$ cat src/rtl/rx_fcs_check.sv
// Per-frame CRC-32 FCS checker with length/runt/oversize flags and saturating good/bad counters.
// Latency: frame_done pulses 1 cycle after the first in_en-low cycle that follows the last byte.
// Backpressure: none; pure observer of the receive byte stream, in_en is never stalled.
module rx_fcs_check #(
    parameter int MIN_LEN = 64,
    parameter int MAX_LEN = 1522
) (
    input  logic        clk125MHz,
    input  logic        RST,
    input  logic [7:0]  in_data,
    input  logic        in_en,
    output logic        frame_done,
    output logic        fcs_ok,
    output logic        runt,
    output logic        oversize,
    output logic [15:0] frame_len,
    output logic [31:0] good_cnt,
    output logic [31:0] bad_cnt
);

    localparam logic [31:0] POLY    = 32'hEDB88320;
    localparam logic [31:0] RESIDUE = 32'hDEBB20E3;
    localparam logic [15:0] MIN_L   = 16'(MIN_LEN);
    localparam logic [15:0] MAX_L   = 16'(MAX_LEN);

    typedef enum logic [1:0] {
        SYNC = 2'd0,
        IDLE = 2'd1,
        RECV = 2'd2
    } state_t;

    state_t      state_q;
    state_t      state_d;
    logic [31:0] crc;
    logic [15:0] len;
    logic        end_frame;
    logic        fcs_c;
    logic        runt_c;
    logic        over_c;
    logic        good_c;

    // Reflected CRC-32 byte update, LSB of the byte first, 8 unrolled bit steps.
    function automatic logic [31:0] crc_byte(input logic [31:0] c, input logic [7:0] d);
        logic [31:0] r;
        r = c ^ {24'h0, d};
        for (int i = 0; i < 8; i++) begin
            r = r[0] ? ((r >> 1) ^ POLY) : (r >> 1);
        end
        return r;
    endfunction

    // State register; reset lands in SYNC so a frame already in flight is ignored.
    always_ff @(posedge clk125MHz) begin
        if (RST) begin
            state_q <= SYNC;
        end else begin
            state_q <= state_d;
        end
    end

    // Next-state logic: SYNC waits for a gap, IDLE waits for a first byte, RECV waits for the gap.
    always_comb begin
        state_d = state_q;
        case (state_q)
            SYNC:    if (!in_en) state_d = IDLE;
            IDLE:    if (in_en)  state_d = RECV;
            RECV:    if (!in_en) state_d = IDLE;
            default: state_d = SYNC;
        endcase
    end

    // Frame verdict, evaluated from the running CRC and the saturated length at frame end.
    always_comb begin
        end_frame = (state_q == RECV) && !in_en;
        runt_c    = (len < MIN_L);
        over_c    = (len > MAX_L);
        fcs_c     = (crc == RESIDUE) && (len >= 16'd4);
        good_c    = fcs_c && !runt_c && !over_c;
    end

    // Datapath: running CRC and length, result latching and saturating counters.
    always_ff @(posedge clk125MHz) begin
        if (RST) begin
            crc        <= 32'hFFFFFFFF;
            len        <= 16'd0;
            frame_done <= 1'b0;
            fcs_ok     <= 1'b0;
            runt       <= 1'b0;
            oversize   <= 1'b0;
            frame_len  <= 16'd0;
            good_cnt   <= 32'd0;
            bad_cnt    <= 32'd0;
        end else begin
            frame_done <= 1'b0;
            if (state_q == IDLE && in_en) begin
                crc <= crc_byte(32'hFFFFFFFF, in_data);
                len <= 16'd1;
            end else if (state_q == RECV && in_en) begin
                crc <= crc_byte(crc, in_data);
                if (len != 16'hFFFF) begin
                    len <= len + 16'd1;
                end
            end
            if (end_frame) begin
                frame_done <= 1'b1;
                fcs_ok     <= fcs_c;
                runt       <= runt_c;
                oversize   <= over_c;
                frame_len  <= len;
                if (good_c) begin
                    if (good_cnt != 32'hFFFFFFFF) good_cnt <= good_cnt + 32'd1;
                end else begin
                    if (bad_cnt != 32'hFFFFFFFF) bad_cnt <= bad_cnt + 32'd1;
                end
            end
        end
    end

endmodule

$ cat config.mk
export PLATFORM = sky130hd
export DESIGN_NAME = rx_fcs_check
export DESIGN_NICKNAME = d
export VERILOG_FILES = /design/src/rtl/rx_fcs_check.sv
export SDC_FILE = /design/constraint.sdc
export NUM_CORES = 1
export LEC_CHECK = 0
export CAP_MARGIN = 40
export CORE_MARGIN = 2
export CORE_UTILIZATION = 49
export DETAILED_ROUTE_END_ITERATION = 10
export PLACE_DENSITY = 0.82
export SETUP_SLACK_MARGIN = 0.2
export SYNTH_ARGS = -nofsm -noshare
export SYNTH_HDL_FRONTEND = slang
export SYNTH_SLANG_ARGS = --single-unit
$ cat constraint.sdc
create_clock -name clk125MHz -period 3.9 [get_ports clk125MHz]
set_clock_uncertainty 0.05 [all_clocks]
set_input_delay 0.78 -clock clk125MHz [delete_from_list [all_inputs] [get_ports clk125MHz]]
set_output_delay 0.78 -clock clk125MHz [all_outputs]
set_load 0.05 [all_outputs]
### Word level (Yosys, flattened, before mapping)

Index checks and enable logic that the tools add are counted.

| cells by class | value |
|---|---|
| $add $sub $neg | 3 |
| magnitude comparators | 3 |
| equal/unequal tests | 8 |
| mux-type cells | 25 |
| bitwise operators | 19 |
| reduce and logical (&&, ||, !) cells | 19 |

Operator list:

| cell | number |
|---|---|
| $mux W32 | 18 |
| $not A13 Y14 | 16 |
| $add A32 B1 Y32 const B | 2 |
| $ne A32 B32 Y1 const B | 2 |
| $eq A32 B32 Y1 const B | 1 |
| $not A8 Y32 | 1 |
| $xor A32 B8 Y32 | 1 |
| $add A16 B1 Y16 const B | 1 |
| $ge A16 B3 Y1 const B | 1 |
| $gt A16 B11 Y1 const B | 1 |
| $lt A16 B7 Y1 const B | 1 |
| $ne A16 B16 Y1 const B | 1 |
| $logic_and A1 B1 Y1 | 6 |
| $reduce_and A2 Y1 | 3 |
| $reduce_and A3 Y1 | 2 |
| $mux W1 | 4 |
| $mux W2 | 2 |
| $ne A2 B2 Y1 const B | 2 |
| $pmux W2 S2 | 1 |
| $reduce_bool A2 Y1 | 2 |
| $reduce_or A2 Y1 | 2 |
| $logic_not A1 Y1 | 3 |
| $eq A2 B1 Y1 const B | 1 |
| $eq A2 B2 Y1 const B | 1 |
| 2 further kinds | 2 |

| word-level totals | value |
|---|---|
| register bits after elaboration | 134 |
| bits of input ports | 11 |
| output and inout bits | 84 |
| word-level logic and storage cells | 88 |

### Longest topological paths before layout

Gate-level depths: netlist (run 1).

| logic depth | value |
|---|---|
| depth in word-level cells | 19 |
| gate-level depth with buffers | 10 |
| depth with buffers taken out | 8 |

### Least setup slack after synthesis (run 1)

OpenSTA, ideal clock, no wires.

| path | value |
|---|---|
| kind | reg-to-reg |
| start | register bad_cnt[14] |
| end | register bad_cnt[0] |
| data arrival time | 2302 ps |
| data required time | 3722 ps |
| slack | 1420 ps |
| stages on the path, launching flop included | 10 |
| path buffers | 2 |
| cells stage by stage | dfxtp_1 > nand4_1 > or3_1 > nor4_2 > nor2_1 > nand2_1 > buf_2 > buf_6 > xor2_1 > nor2_1 |

| on the way | value |
|---|---|
| cells in the longest elaborated chain, start to end | 2 |

RTL lines:

| item | line | source |
|---|---|---|
| from (decl) | 18 | `output logic [31:0] bad_cnt` |
| from (signal assigned) | 113 | `if (bad_cnt != 32'hFFFFFFFF) bad_cnt <= bad_cnt + 32'd1;` |
| $ne A32 B32 Y1 | 113 |  |
| $reduce_and A3 Y1 (no line) | -- |  |

No other way between the ends.
A chain may end at the register's enable or synchronous reset.

### Worst setup path after layout (run 1)

| path | value |
|---|---|
| start | input in_en |
| end | register good_cnt[18] |

| on the way | value |
|---|---|
| cells in the longest elaborated chain, start to end | 3 |

RTL lines:

| item | line | source |
|---|---|---|
| from (decl) | 11 | `input logic in_en,` |
| $logic_not A1 Y1 | 74 | `end_frame = (state_q == RECV) && !in_en;` |
| $logic_and A1 B1 Y1 | 74 |  |
| $reduce_and A3 Y1 (no line) | -- |  |
| to (signal assigned) | 111 | `if (good_cnt != 32'hFFFFFFFF) good_cnt <= good_cnt + 32'd1;` |
| to (decl) | 17 | `output logic [31:0] good_cnt,` |

No other way between the ends.

==> results of run 1 <==
-- cells in the mapped netlist, types with 3 or more instances --
master    count
buf_2         9
o21a_1        4
nand3_1      31
nor2_1       80
nor3_2        6
mux2_2        4
or4_1        11
nand4_1      31
a211oi_1      3
o211ai_1     10
nor4_1        5
or2_2         3
a22oi_1       8
nor3b_1       6
a21oi_1      57
or3_1        13
a21boi_0      3
nor4_2        7
nand3b_1      4
nor2b_1       4
nor4b_2       3
dfxtp_1     134
and4_1        7
ha_1          4
clkbuf_1     31
o221ai_1      3
xor2_2        3
nor3_1       18
and3_1        8
xor2_1       45
nand2_1      87
a221oi_1     10
buf_4         5
o21ai_0      32
a21o_1        3
xnor2_1     100
a31oi_1       3
o31ai_1      10
inv_1        12
-- through the flow --
stage                util  setup slack [ns]
floorplan               -              1.42
global placement    0.575             0.640
detailed placement  0.575             0.563
CTS                 0.614             0.981
global route        0.614             0.843
finish              0.614             0.989
-- layer usage --
metal / share of wire / wire length [um] / global-route usage / vias to the layer above
met5: 0 / 0 / 0 / -
met4: 0.024 / 440 / 0.0908 / 0
met3: 0.069 / 1240 / 0.0556 / 43
met2: 0.47 / 8450 / 0.369 / 259
met1: 0.44 / 7920 / 0.305 / 3079
li1: - / - / - / 3154
-- how the worst max path moves through the flow --
stage,from,slack [ns],end,cells after the start
detailed placement,in_en,0.56,good_cnt[30],8
CTS,in_en,0.98,good_cnt[23],8
floorplan,bad_cnt[14],1.42,bad_cnt[0],9
global route,in_en,0.84,bad_cnt[21],7
finish,in_en,0.99,good_cnt[18],8
global placement,in_en,0.64,good_cnt[23],8
-- cell type report --
type	instances	share of cell area
clock buffers	21	0.0507
clock inverters	10	0.0120
inverters	12	0.00507
multi-input cells	653	0.483
flip-flops and latches	134	0.302
well taps	184	0.0259
repair buffers	113	0.122
-- power by group --
part           switching, mW  total, mW  internal [mW]
Clock                  0.571       1.52          0.946
Combinational          0.290      0.519          0.229
Sequential            0.0330       1.43           1.40
-- state kept, by name (all words and copies together) (netlist names) --
signal      flops
bad_cnt        32
crc            32
good_cnt       32
frame_len      16
len            16
state_q         2
fcs_ok          1
frame_done      1
oversize        1
runt            1
-- worst min-delay path: cells and delay by family (launching register included) --
| kind | cells | cell delay [ns] |
|---|---|---|
| AO/OA/AOI/OAI | 1 | 0.05 |
| flip-flops | 1 | 0.31 |
| AND/OR/NAND/NOR | 1 | 0.05 |
-- kinds of logic after synthesis --
family                     Yosys count  synth area share
xor gates and xnor gates           152             0.194
DFF                                134             0.371
adders and majority gates            4           0.00692
muxes                                6           0.00899
and+or+nand+nor                    341             0.255
buffers and inverters               61            0.0370
AOI/OAI and AO/OA                  150             0.127
==> out/qor.tcl, run 1 <==
set qor(worst_r2r_endpoint) {bad_cnt[0]}
set qor(maxSlewHeadroom) 0.532
set qor(path_class) {in -> reg}
set qor(timing.critical_path.cells) {clkdlybuf4s50_1, or3b_1, a31oi_1, o21ai_2, buf_4, nor3_1, xnor2_1, nor2_1}
set qor(timing.final.crit_share) 0.746
set qor(final_max_slew_viol_count) 0
set qor(area_delta_synth_final_pct) 22.8
set qor(dpl.hpwl_um) 12800
set qor(synth_enable_flop_cells) 0
set qor(grt_resource_usage_total) 0.232
set qor(worst_hold_path.endpoint) {frame_len[8]}
set qor(worst_skew_pair.late_latency_ns) 0.42
set qor(timing.reg2reg.worst_path_depth) 7
set qor(post_synth_num_cell_types) 61
set qor(reg2reg_from) {crc[7]}
set qor(p_leak_nw) 2.89
set qor(gp_routability_congestion) 0.940
set qor(critPathMaxStageDelay_ns) 0.51
set qor(n_antenna_cell) 0
set qor(finalNetCount) 946
set qor(h-tree-depth) 4
set qor(chipHeight_um) 126
set qor(rows) 44
set qor(final_common_cell) {dfxtp_1}
set qor(synth_area_per_cell_um2) 8.53
set qor(routed_wire_length_per_instance_um) 16.0
set qor(dpl_cell_area_um2) 8330
set qor(drive_gt1_frac) 0.0891
set qor(clk_pin_slew_worst_paths_ns) 0.05
set qor(num_vias) 6535
set qor(critPathRequiredTime_ns) 4.13
set qor(drt_iter0_drc) 595
set qor(drt-vias-per-instance) 5.80
set qor(synthesis.area_um2) 7230
set qor(crit_fanout) 14
set qor(pin_count_of_the_biggest_net_entering_global_routing) 57
set qor(total_drc_errors_in_the_routed_layout) 0
set qor(fin_crit_ns) 2.91
set qor(synth_top_area_frac) 0.371
set qor(multi_input_gate_area_um2) 4290
set qor(via_count_of_the_first_global_routing_pass) 6125
set qor(maxClockFrequency_mhz) 344
set qor(initial_utilization) 0.500
set qor(clk_path_buf_depth) 2
set qor(postCtsResizedCells) 0
set qor(root_buffer) {clkbuf_16}
set qor(clock-sinks) 134
set qor(setup_buffers_after_cts) 0
set qor(timing.critical_path.to_type) {flop}
set qor(layout.filler_cells) 1215
set qor(route.antenna.remaining_nets) 0
set qor(whs_path_depth) 2
set qor(synth-main-ff-cell) {dfxtp_1}
set qor(tightest_slew_ns) 0.700
set qor(min_path_type) {reg -> reg}
set qor(asyncSetResetFlopFracSynth) 0
set qor(critical_path.startpoint_type) {primary input}
set qor(maxCapViolations) 0
set qor(fp.dieArea_um2) 15800
set qor(fin_cells) 1127
set qor(post-synth-top-area-cell) {dfxtp_1}
set qor(route.final.wire_length_um) 18100
set qor(floorplan.die.width_um) 126
set qor(core_outline_area_um2) 14500
set qor(hold_ws_ns) 0.406
set qor(tritoncts) {yes}
set qor(final.setup.tns_ns) 0
set qor(reg2reg_slack_ns) 1.12
set qor(final-seq-area_um2) 2680
set qor(final_cell_area_um2) 8880
set qor(port_buffers) 94
set qor(hold_path.startpoint) {frame_len[8]}
set qor(finalSetupViolCount) 0
set qor(yosysSeqAreaShare) 0.371
set qor(postSynthNetCount) 863
set qor(synth_area_leaders) {dfxtp_1 37%, xnor2_1 12%, xor2_1 5.4%}
set qor(place.detailed.instances) 1096
set qor(netlist_instances) 848
set qor(power_density_nw_per_um2) 390
set qor(worst_path_dominant_cell_family) {buffers and inverters}
set qor(grt_pass1_wl_um) 30300
set qor(run_status) {finished clean}
set qor(antenna_found_initial) 0
set qor(cp_max_stage_cell) {clkdlybuf4s50_1}
set qor(cp_bufs_invs) 2
set qor(detail_route.first_pass.iterations) 5
set qor(design.portCount) 95
set qor(worst-endpoint-arrival_ns) 3.14
set qor(design_power_total_mw) 3.46
set qor(warnings_from_yosys) 0
set qor(cts.hold.buffers_added) 0
set qor(max-vdd-ir-drop_mv) 0.289
set qor(yosys_register_bits) 134
set qor(grt_overflow_total) 0
set qor(report.final.hold_viol_count) 0
set qor(tritoncts.num_buffers) 17
set qor(most-common-layout-cells) {134 x dfxtp_1, 100 x xnor2_1, 93 x clkdlybuf4s50_1}
set qor(unrepaired_setup_endpoints_after_global_routing) {false}
No activity file was read; power rests on OpenSTA's default activity.
==> run 2, diff against run 1 <==
--- a/config.mk
+++ b/config.mk
@@ -9,7 +9,7 @@
 export CORE_MARGIN = 2
 export CORE_UTILIZATION = 49
 export DETAILED_ROUTE_END_ITERATION = 10
-export PLACE_DENSITY = 0.82
+export PLACE_DENSITY = 0.85
 export SETUP_SLACK_MARGIN = 0.2
 export SYNTH_ARGS = -nofsm -noshare
 export SYNTH_HDL_FRONTEND = slang
==> constraint.sdc (replaced) <==
create_clock -name clk125MHz -period 2.4 [get_ports clk125MHz]
set_clock_uncertainty 0.05 [all_clocks]
set_input_delay 0.48 -clock clk125MHz [delete_from_list [all_inputs] [get_ports clk125MHz]]
set_output_delay 0.48 -clock clk125MHz [all_outputs]
set_load 0.05 [all_outputs]
==> out/qor.tcl, run 2 (synthesis results as in run 1) <==
set qor(final_max_slew_viol_count) 0 ;# unchanged
set qor(final_common_cell) {buf_4}
set qor(timing.reg2reg.worst_path_depth) 9 ;# +2
set qor(routed_wire_length_per_instance_um) 20.8 ;# +30%
set qor(run_status) {finished, violations left}
set qor(report.final.hold_viol_count) 0 ;# unchanged
set qor(whs_path_depth) 2 ;# unchanged
set qor(grt_resource_usage_total) 0.288 ;# +0.0558
set qor(most-common-layout-cells) {109 x buf_4, 97 x xnor2_1, 84 x nand2_1}
set qor(clk_path_buf_depth) 2 ;# unchanged
set qor(floorplan.die.width_um) 126 ;# unchanged
set qor(share_clk_of_total_power) 0.440 ;# +0.002
set qor(final.setup.tns_ns) -0.0192 ;# -0.0192 ns
set qor(antenna_found_initial) 0 ;# unchanged
set qor(met1_length_um) 9840 ;# +24%
set qor(route.antenna.remaining_nets) 0 ;# unchanged
set qor(maxCapViolations) 0 ;# unchanged
set qor(maxClockFrequency_mhz) 414
set qor(critical_path.startpoint_type) {flop}
set qor(power.switching_fraction) 0.267 ;# +0.00947
set qor(clk_pin_slew_worst_paths_ns) 0.06 ;# about the same
set qor(core_outline_area_um2) 14500 ;# unchanged
set qor(grt_pass1_wl_um) 36800 ;# +22%
set qor(drt-vias-per-instance) 6.20 ;# +6.9%
set qor(design.portCount) 95 ;# unchanged
set qor(gp_routability_congestion) 0.938 ;# -0.18%
set qor(finalSetupViolCount) 2 ;# +2
set qor(met3WireLength_um) 2090 ;# +68%
set qor(worst-endpoint-arrival_ns) 2.65 ;# -0.49 ns
set qor(min_path_type) {reg -> reg}
set qor(drt_iter0_drc) 956 ;# +61%
set qor(area_delta_synth_final_pct) 49.9
set qor(max-vdd-ir-drop_mv) 0.523 ;# +81%
set qor(pin_count_of_the_biggest_net_entering_global_routing) 44 ;# -23%
set qor(worst_skew_pair.late_latency_ns) 0.43 ;# about the same
set qor(via_count_of_the_first_global_routing_pass) 7116 ;# +16%
set qor(maxSlewHeadroom) 0.600 ;# +0.0681
set qor(initial_utilization) 0.500 ;# unchanged
set qor(timing.critical_path.to_type) {flop}
set qor(worst_hold_path.endpoint) {frame_len[0]}
set qor(fp.dieArea_um2) 15800 ;# unchanged
set qor(critPathRequiredTime_ns) 2.64 ;# -1.49 ns
set qor(root_buffer) {clkbuf_16}
set qor(crit_fanout) 5 ;# -9
set qor(reg2reg_slack_ns) -0.02 ;# -1.14 ns
set qor(port_buffers) 94 ;# unchanged
set qor(cell_internal_pwr_mw) 4.38 ;# +70%
set qor(failed_checks) {negative setup slack}
set qor(tritoncts.num_buffers) 17 ;# unchanged
set qor(switching_power_of_the_nets_mw) 1.60 ;# +79%
set qor(worst_r2r_endpoint) {good_cnt[2]}
set qor(postLayoutSetupSlackWorst_ns) -0.0158 ;# -1.00 ns
set qor(p_seq_frac) 0.386 ;# -0.026
set qor(critPathMaxStageDelay_ns) 0.40 ;# -0.11 ns
set qor(route.final.wire_length_um) 25900 ;# +43%
set qor(timing.critical_path.cells) {nand4_1, nor2_1, nand4_1, buf_4, o21a_1, buf_4, nand3_2, xor2_1, nor2_1}
set qor(met2WireLength_um) 12900 ;# +53%
set qor(comb_power_share) 0.174 ;# +0.024
set qor(detail_route.first_pass.iterations) 8 ;# +3
set qor(timing.final.crit_share) 1.01
set qor(rows) 44 ;# unchanged
set qor(cp_max_stage_cell) {dfxtp_2}
set qor(total_drc_errors_in_the_routed_layout) 0 ;# unchanged
set qor(hold_path.startpoint) {frame_len[0]}
set qor(tightest_slew_ns) 0.598 ;# -0.102 ns
set qor(clock-sinks) 134 ;# unchanged
set qor(dpl.hpwl_um) 13900 ;# +8.1%
set qor(finalNetCount) 1064 ;# +12%
set qor(drive_gt1_frac) 0.324 ;# +0.235
set qor(path_class) {reg -> reg}
set qor(power_density_nw_per_um2) 551 ;# +41%
set qor(reg.largest.list) {bad_cnt: 32 flops, crc: 32 flops, good_cnt: 32 flops}
set qor(postLayoutCoreUtil) 0.749 ;# +0.136
set qor(num_vias) 7727 ;# +18%
set qor(unrepaired_setup_endpoints_after_global_routing) {true}
set qor(h-tree-depth) 4 ;# unchanged
set qor(chipHeight_um) 126 ;# unchanged
set qor(layout.filler_cells) 808 ;# -33%
set qor(p_leak_nw) 4.43 ;# +53%
set qor(n_antenna_cell) 0 ;# unchanged
set qor(reg2reg_from) {good_cnt[18]}
set qor(fin_crit_ns) 2.42
set qor(highest-signal-layer) {met4}
set qor(grt_overflow_total) 0 ;# unchanged
set qor(tritoncts) {yes}
==> run 2: cell types whose count changed in the layout (fill, tap and decap cells not counted), sizes merged <==
cell and delta:
buf +118, clkbuf +3, clkdlybuf4s50 -27, clkinv -3, dlygate4sd2 +14, dlymetal6s2s +13
inv +1
==> run 2: critical path: cells and delay by family, from the launching register on <==
| kind | cells | cell delay, ns |
|---|---|---|
| AND/OR/NAND/NOR | 5 | 0.94 |
| buffers and inverters | 2 | 0.40 |
| flip-flops | 1 | 0.40 |
| XOR/XNOR | 1 | 0.23 |
| AO/OA/AOI/OAI | 1 | 0.25 |
==> run 2: how the worst max path moves through the flow <==
stage / startpoint / endpoint / slack [ns]
5_1_grt: crc[8] / good_cnt[14] / -0.1
3_3_place_gp: in_en / crc[16] / -0.30
3_5_place_dp: in_en / good_cnt[31] / -0.35
6_report: good_cnt[18] / good_cnt[2] / -0.02
2_1_floorplan: bad_cnt[30] / bad_cnt[0] / 0.17
4_1_cts: crc[9] / bad_cnt[15] / -0.01
==> run 2: power groups by stage <==
stage	Combinational [mW]	Clock (mW)	Sequential [mW]
final	1.04	2.63	2.30
after global routing	1.12	2.73	2.31
after CTS	1.01	2.60	2.31
after detailed placement	0.981	0	2.35
after global placement	0.958	0	2.35
after floorplan	0.657	0	2.35
==> run 2: timing repair <==
action                                  CTS  global route
buffers inserted                         11            25
endpoints found under the setup margin   79            83
pin swaps                                61            61
endpoints found under the hold margin     0             0
hold buffers                              0             0
gates resized for setup                 108           104
cloned                                    3             0
==> run 2: per-stage QoR <==
step,area [um2],hold slack [ns],setup WS [ns],std cells,power (mW)
2_1_floorplan,7310,0.412,0.168,848,3.00
3_3_place_gp,9030,0.393,-0.299,1174,3.31
3_5_place_dp,9050,0.398,-0.348,1175,3.33
4_1_cts,10200,0.397,-0.0115,1221,5.91
5_1_grt,10800,0.430,-0.0990,1246,6.16
6_report,10800,0.402,-0.0158,1246,5.97
==> run 2: area by class of cell <==
class                   instances  area, um2  share of cell area
clock buffers                  24        482              0.0444
clock inverters                 8       96.3             0.00888
inverters                      12       47.5             0.00438
multi-input cells             653       5020               0.463
flip-flops and latches        134       2780               0.257
well taps                     184        230              0.0212
repair buffers                231       2180               0.201
==> run 2: layer usage <==
layer  up-vias  global-route usage
li1       3397                   -
met1      3728               0.354
met2       495               0.498
met3       107              0.0573
met4         0               0.108
met5         -                   0
==> RTL edit 1: new RTL, settings of run 2 <==
Re-encode `state_t` (3 states) as one-hot, 3 bits wide.
--- a/src/rtl/rx_fcs_check.sv
+++ b/src/rtl/rx_fcs_check.sv
@@ -25,6 +25,6 @@
 
-    typedef enum logic [1:0] {
-        SYNC = 2'd0,
-        IDLE = 2'd1,
-        RECV = 2'd2
+    typedef enum logic [2:0] {
+        SYNC = 3'b001,
+        IDLE = 3'b010,
+        RECV = 3'b100
     } state_t;
Behaviour: same outputs for any inputs over 4 cycles, from zero or initial values and one cycle with RST high; so few cycles prove little.
==> RTL edit 1 against run 2 <==
  * The run still ends with negative setup slack left
  * Sequential cell count up 1
  * Worst setup slack worse by 320 ps
  * Routed wire length up 22%
  * Count of clock-buffer cells in the layout down 4
  * Fmax down 12%
  * Synthesized area up 6.5%
  * Synthesized cell count up 6.7%
  * Combinational power down 22%
  * Total power down 2.7%
  * Sequential power down 2%
  * Cell area up 7.6%
==> RTL edit 1: results (changes against run 2) <==
| Metric | Value |
|---|---|
| Status | `finished with violations (unchanged)` |
| Failing checks | `negative setup slack (unchanged)` |
| RePlAce Congestion | `0.975 (was 0.938)` |
| Reg2Reg Capture Point | `good_cnt[27] (was good_cnt[2])` |
| Drt wl/cell | `23.1 µm (was 20.8 µm)` |
| Vias in the first global route | `8376 (was 7116)` |
| Area after DPL | `10100 µm² (was 9050 µm²)` |
| Max VDD drop | `0.000573 V (was 0.000523 V)` |
| Layout cell share with drive strength beyond 1 | `0.345 (was 0.324)` |
| CP max stage delay | `500 ps (was 400 ps)` |
| Static leakage | `4.80 nW (was 4.43 nW)` |
| Worst Setup Slack, final | `-333 ps (was -15.8 ps)` |
| Worst hold slack | `340 ps (was 402 ps)` |
| Synth unique cells | `70 (was 61)` |
| Final setup TNS | `-8900 ps (was -19.2 ps)` |
| Layout net count | `1157 (was 1064)` |
| Register-to-Register Path Depth | `11 (was 9)` |
| Total GRT Usage | `0.329 (was 0.288)` |
| Post-DP HPWL | `16.4 mm (was 13.9 mm)` |
| Final setup viols | `62 (was 2)` |
| First-pass GRT wire length | `43.1 mm (was 36.8 mm)` |
| Largest net degree at the start of global routing | `46 (was 44)` |
| Synth top cells by count | `135 x dfxtp_1, 92 x nand2_1, 84 x xnor2_1 (was 134 x dfxtp_1, 100 x xnor2_1, 87 x nand2_1)` |
| CP top delay family | `compound AO/OA/AOI/OAI gates (was simple AND/OR/NAND/NOR gates)` |
| Slowest cell on crit path | `o31ai_1 (was dfxtp_2)` |
| Fillers | `874 (was 808)` |
| Seq/Total Area, Yosys | `0.351 (was 0.371)` |
| WHS Endpoint | `bad_cnt[24] (was frame_len[0])` |
| First DRT Iteration DRCs | `1283 (was 956)` |
RTL edit 1: cells by family (layout without fill, tap and decap cells):
logic type | count (synthesis) | count (layout) | share of synthesized area
mux | 8 | 8 | 0.0120
simple gates | 346 | 349 | 0.246
fa+ha+maj | 4 | 4 | 0.00650
compound gates | 204 | 204 | 0.173
flops | 135 | 135 | 0.351
xor+xnor | 128 | 128 | 0.163
buf+inv | 80 | 327 | 0.0481
RTL edit 1: cell type report:
cell class / instances / area (µm²) / share of cell area
multi-input cells: 693 / 5320 / 0.456
inverters: 12 / 45.0 / 0.00386
repair buffers: 283 / 2660 / 0.228
flip-flops and latches: 135 / 2780 / 0.238
well taps: 211 / 264 / 0.0226
clock buffers: 20 / 457 / 0.0391
clock inverters: 12 / 143 / 0.0122
RTL edit 1: stage by stage:
step                      setup WS, ps  cells
after floorplan                  -5.21    905
after global placement            -468   1298
after detailed placement          -517   1298
after CTS                        -7.74   1358
after global routing              -404   1366
final                             -333   1366
RTL edit 1: how the worst max path moves through the flow:
stage                     slack (ps)    start      endpoint
after detailed placement        -520    in_en  good_cnt[15]
after global routing            -400  crc[11]  good_cnt[27]
after CTS                         -8   len[0]    bad_cnt[1]
final                           -330  len[10]  good_cnt[27]
after floorplan                   -5   len[2]   bad_cnt[12]
after global placement          -470    in_en   good_cnt[6]
RTL edit 1: routing by layer:
| metal | up-vias | track usage | routed length, µm |
|---|---|---|---|
| met2 | 748 | 0.571 | 14900 |
| met4 | 0 | 0.185 | 2640 |
| met3 | 242 | 0.0706 | 3210 |
| met1 | 4234 | 0.375 | 10800 |
| li1 | 3774 | - | - |
| met5 | - | 0 | 0 |
RTL edit 1: report_power, final:
part / switching [W] / internal (W)
clock network: 0.00114 / 0.00160
registers: 0.00000990 / 0.00224
logic: 0.000391 / 0.000423
==> RTL edit 2: new RTL, settings of run 2 <==
Without the edit above. Change the parameter `MAX_LEN` from 1522 to 1024.
--- a/src/rtl/rx_fcs_check.sv
+++ b/src/rtl/rx_fcs_check.sv
@@ -5,3 +5,3 @@
     parameter int MIN_LEN = 64,
-    parameter int MAX_LEN = 1522
+    parameter int MAX_LEN = 1024
 ) (
Function: no difference found for any inputs over 4 cycles, from zero or initial values and one cycle with RST high; that may be too few to reach the edited logic, so the function may still have changed.
==> RTL edit 2 against run 2 <==
  * The run still ends with negative setup slack left
  * Routed wire length grew 13%
  * Critical path depth shrank 1
  * Global-route usage grew 1.6 points
  * Total power grew 2.2%
  * Sequential cell count is the same
  * Synthesized area grew 2.8%
  * Cell area grew 4.0%
  * Non-clock buffer count grew 47
  * Worst setup slack lost 240 ps
  * Critical path type unchanged
  * Largest power group unchanged
==> RTL edit 2: results (changes against run 2) <==
| Metric | Value |
|---|---|
| Clock buf count | `19 (was 24)` |
| Mean post-synth cell area | `8.58 µm² (was 8.53 µm²)` |
| Reg2Reg Capture Point | `bad_cnt[21] (was good_cnt[2])` |
| Multiplexer share of the synthesized area | `0.0138 (was 0.00899)` |
| Initial antenna violation count | `1 (was 0)` |
| Final setup viols | `58 (was 2)` |
| Worst Hold Class | `in -> reg (was reg -> reg)` |
| Max VDD drop | `0.000539 V (was 0.000523 V)` |
| Layout net count | `1124 (was 1064)` |
| Failing checks | `negative setup slack (unchanged)` |
| First drt pass iteration count | `6 (was 8)` |
| DRT Wirelength | `29.2 mm (was 25.9 mm)` |
| Beginning of the critical path | `len[2] (was good_cnt[18])` |
| Fillers | `879 (was 808)` |
| Repair and plain buffers | `278 (was 231)` |
| First DRT Iteration DRCs | `1101 (was 956)` |
| Placed instance count | `1244 (was 1175)` |
| Count of non-CTS inverters in the layout | `5 (was 12)` |
| Crit path DAT | `2910 ps (was 2650 ps)` |
| Seq/Total Area, Yosys | `0.361 (was 0.371)` |
| Synth unique cells | `70 (was 61)` |
| Adder-Cell Fraction of Synth Area | `0.00673 (was 0.00692)` |
| Area after DPL | `9670 µm² (was 9050 µm²)` |
| Status | `finished with violations (unchanged)` |
| Core area | `15000 µm² (was 14500 µm²)` |
| Vias in the first global route | `7749 (was 7116)` |
| Worst Setup Slack, final | `-252 ps (was -15.8 ps)` |
| Drt wl/cell | `22.3 µm (was 20.8 µm)` |
| Clock buf/inv share | `0.0509 (was 0.0533)` |
| Multi-In Gates | `673 (was 653)` |
| Fraction of area in multi-input gates | `0.454 (was 0.463)` |
[RTL edit 2: cell types whose count changed after synthesis, moves of 7 or more]
| cell | delta |
|---|---|
| clkbuf_1 | +7 |
| nor2_1 | -25 |
| or3_1 | +7 |
| o211ai_1 | -7 |
| inv_1 | -7 |
| o31ai_1 | +7 |
| a211o_1 | +8 |
| xor2_1 | -7 |
| and3_1 | +7 |
| a21oi_1 | +25 |
| xnor2_1 | -13 |
[RTL edit 2: worst min path at each step]
stage,startpoint,end,slack [ps],cells past startpoint
CTS,RST,bad_cnt[15],360,2
global route,RST,bad_cnt[16],390,2
detailed placement,frame_len[9],frame_len[9],400,2
finish,RST,runt,390,2
global placement,frame_len[9],frame_len[9],400,2
floorplan,len[15],frame_len[15],420,2
[RTL edit 2: timing repair]
| item | 4_1_cts | 5_1_grt |
|---|---|---|
| buffers inserted | 16 | 15 |
| pin swaps | 60 | 22 |
| hold buffers | 0 | 0 |
| endpoints found under the setup margin | 69 | 86 |
| cloned | 2 | 1 |
| gates resized for setup | 73 | 96 |
[RTL edit 2: stage by stage]
step	total power (W)	setup WS, ps
detailed placement	0.00351	-414
global route	0.00627	-358
CTS	0.00601	60.3
floorplan	0.00308	23.4
finish	0.00611	-252
global placement	0.00348	-367
[RTL edit 2: per-layer routing]
layer / track usage / routed length, µm / part of all wire / vias to the layer above
met5: 0 / 15 / 0.00051 / -
met4: 0.177 / 2140 / 0.073 / 2
li1: - / - / - / 3608
met1: 0.366 / 10200 / 0.35 / 4012
met3: 0.0465 / 2530 / 0.087 / 207
met2: 0.517 / 14300 / 0.49 / 692
[RTL edit 2: worst max-delay path, stage by stage (launching register included)]
cell and delay, ps:
dfxtp_1 340, nor4_4 370, nand4_1 320, a2111oi_4 610, buf_4 220, nor4_4 40, buf_6 170, nand4_1 100
mux2_4 320
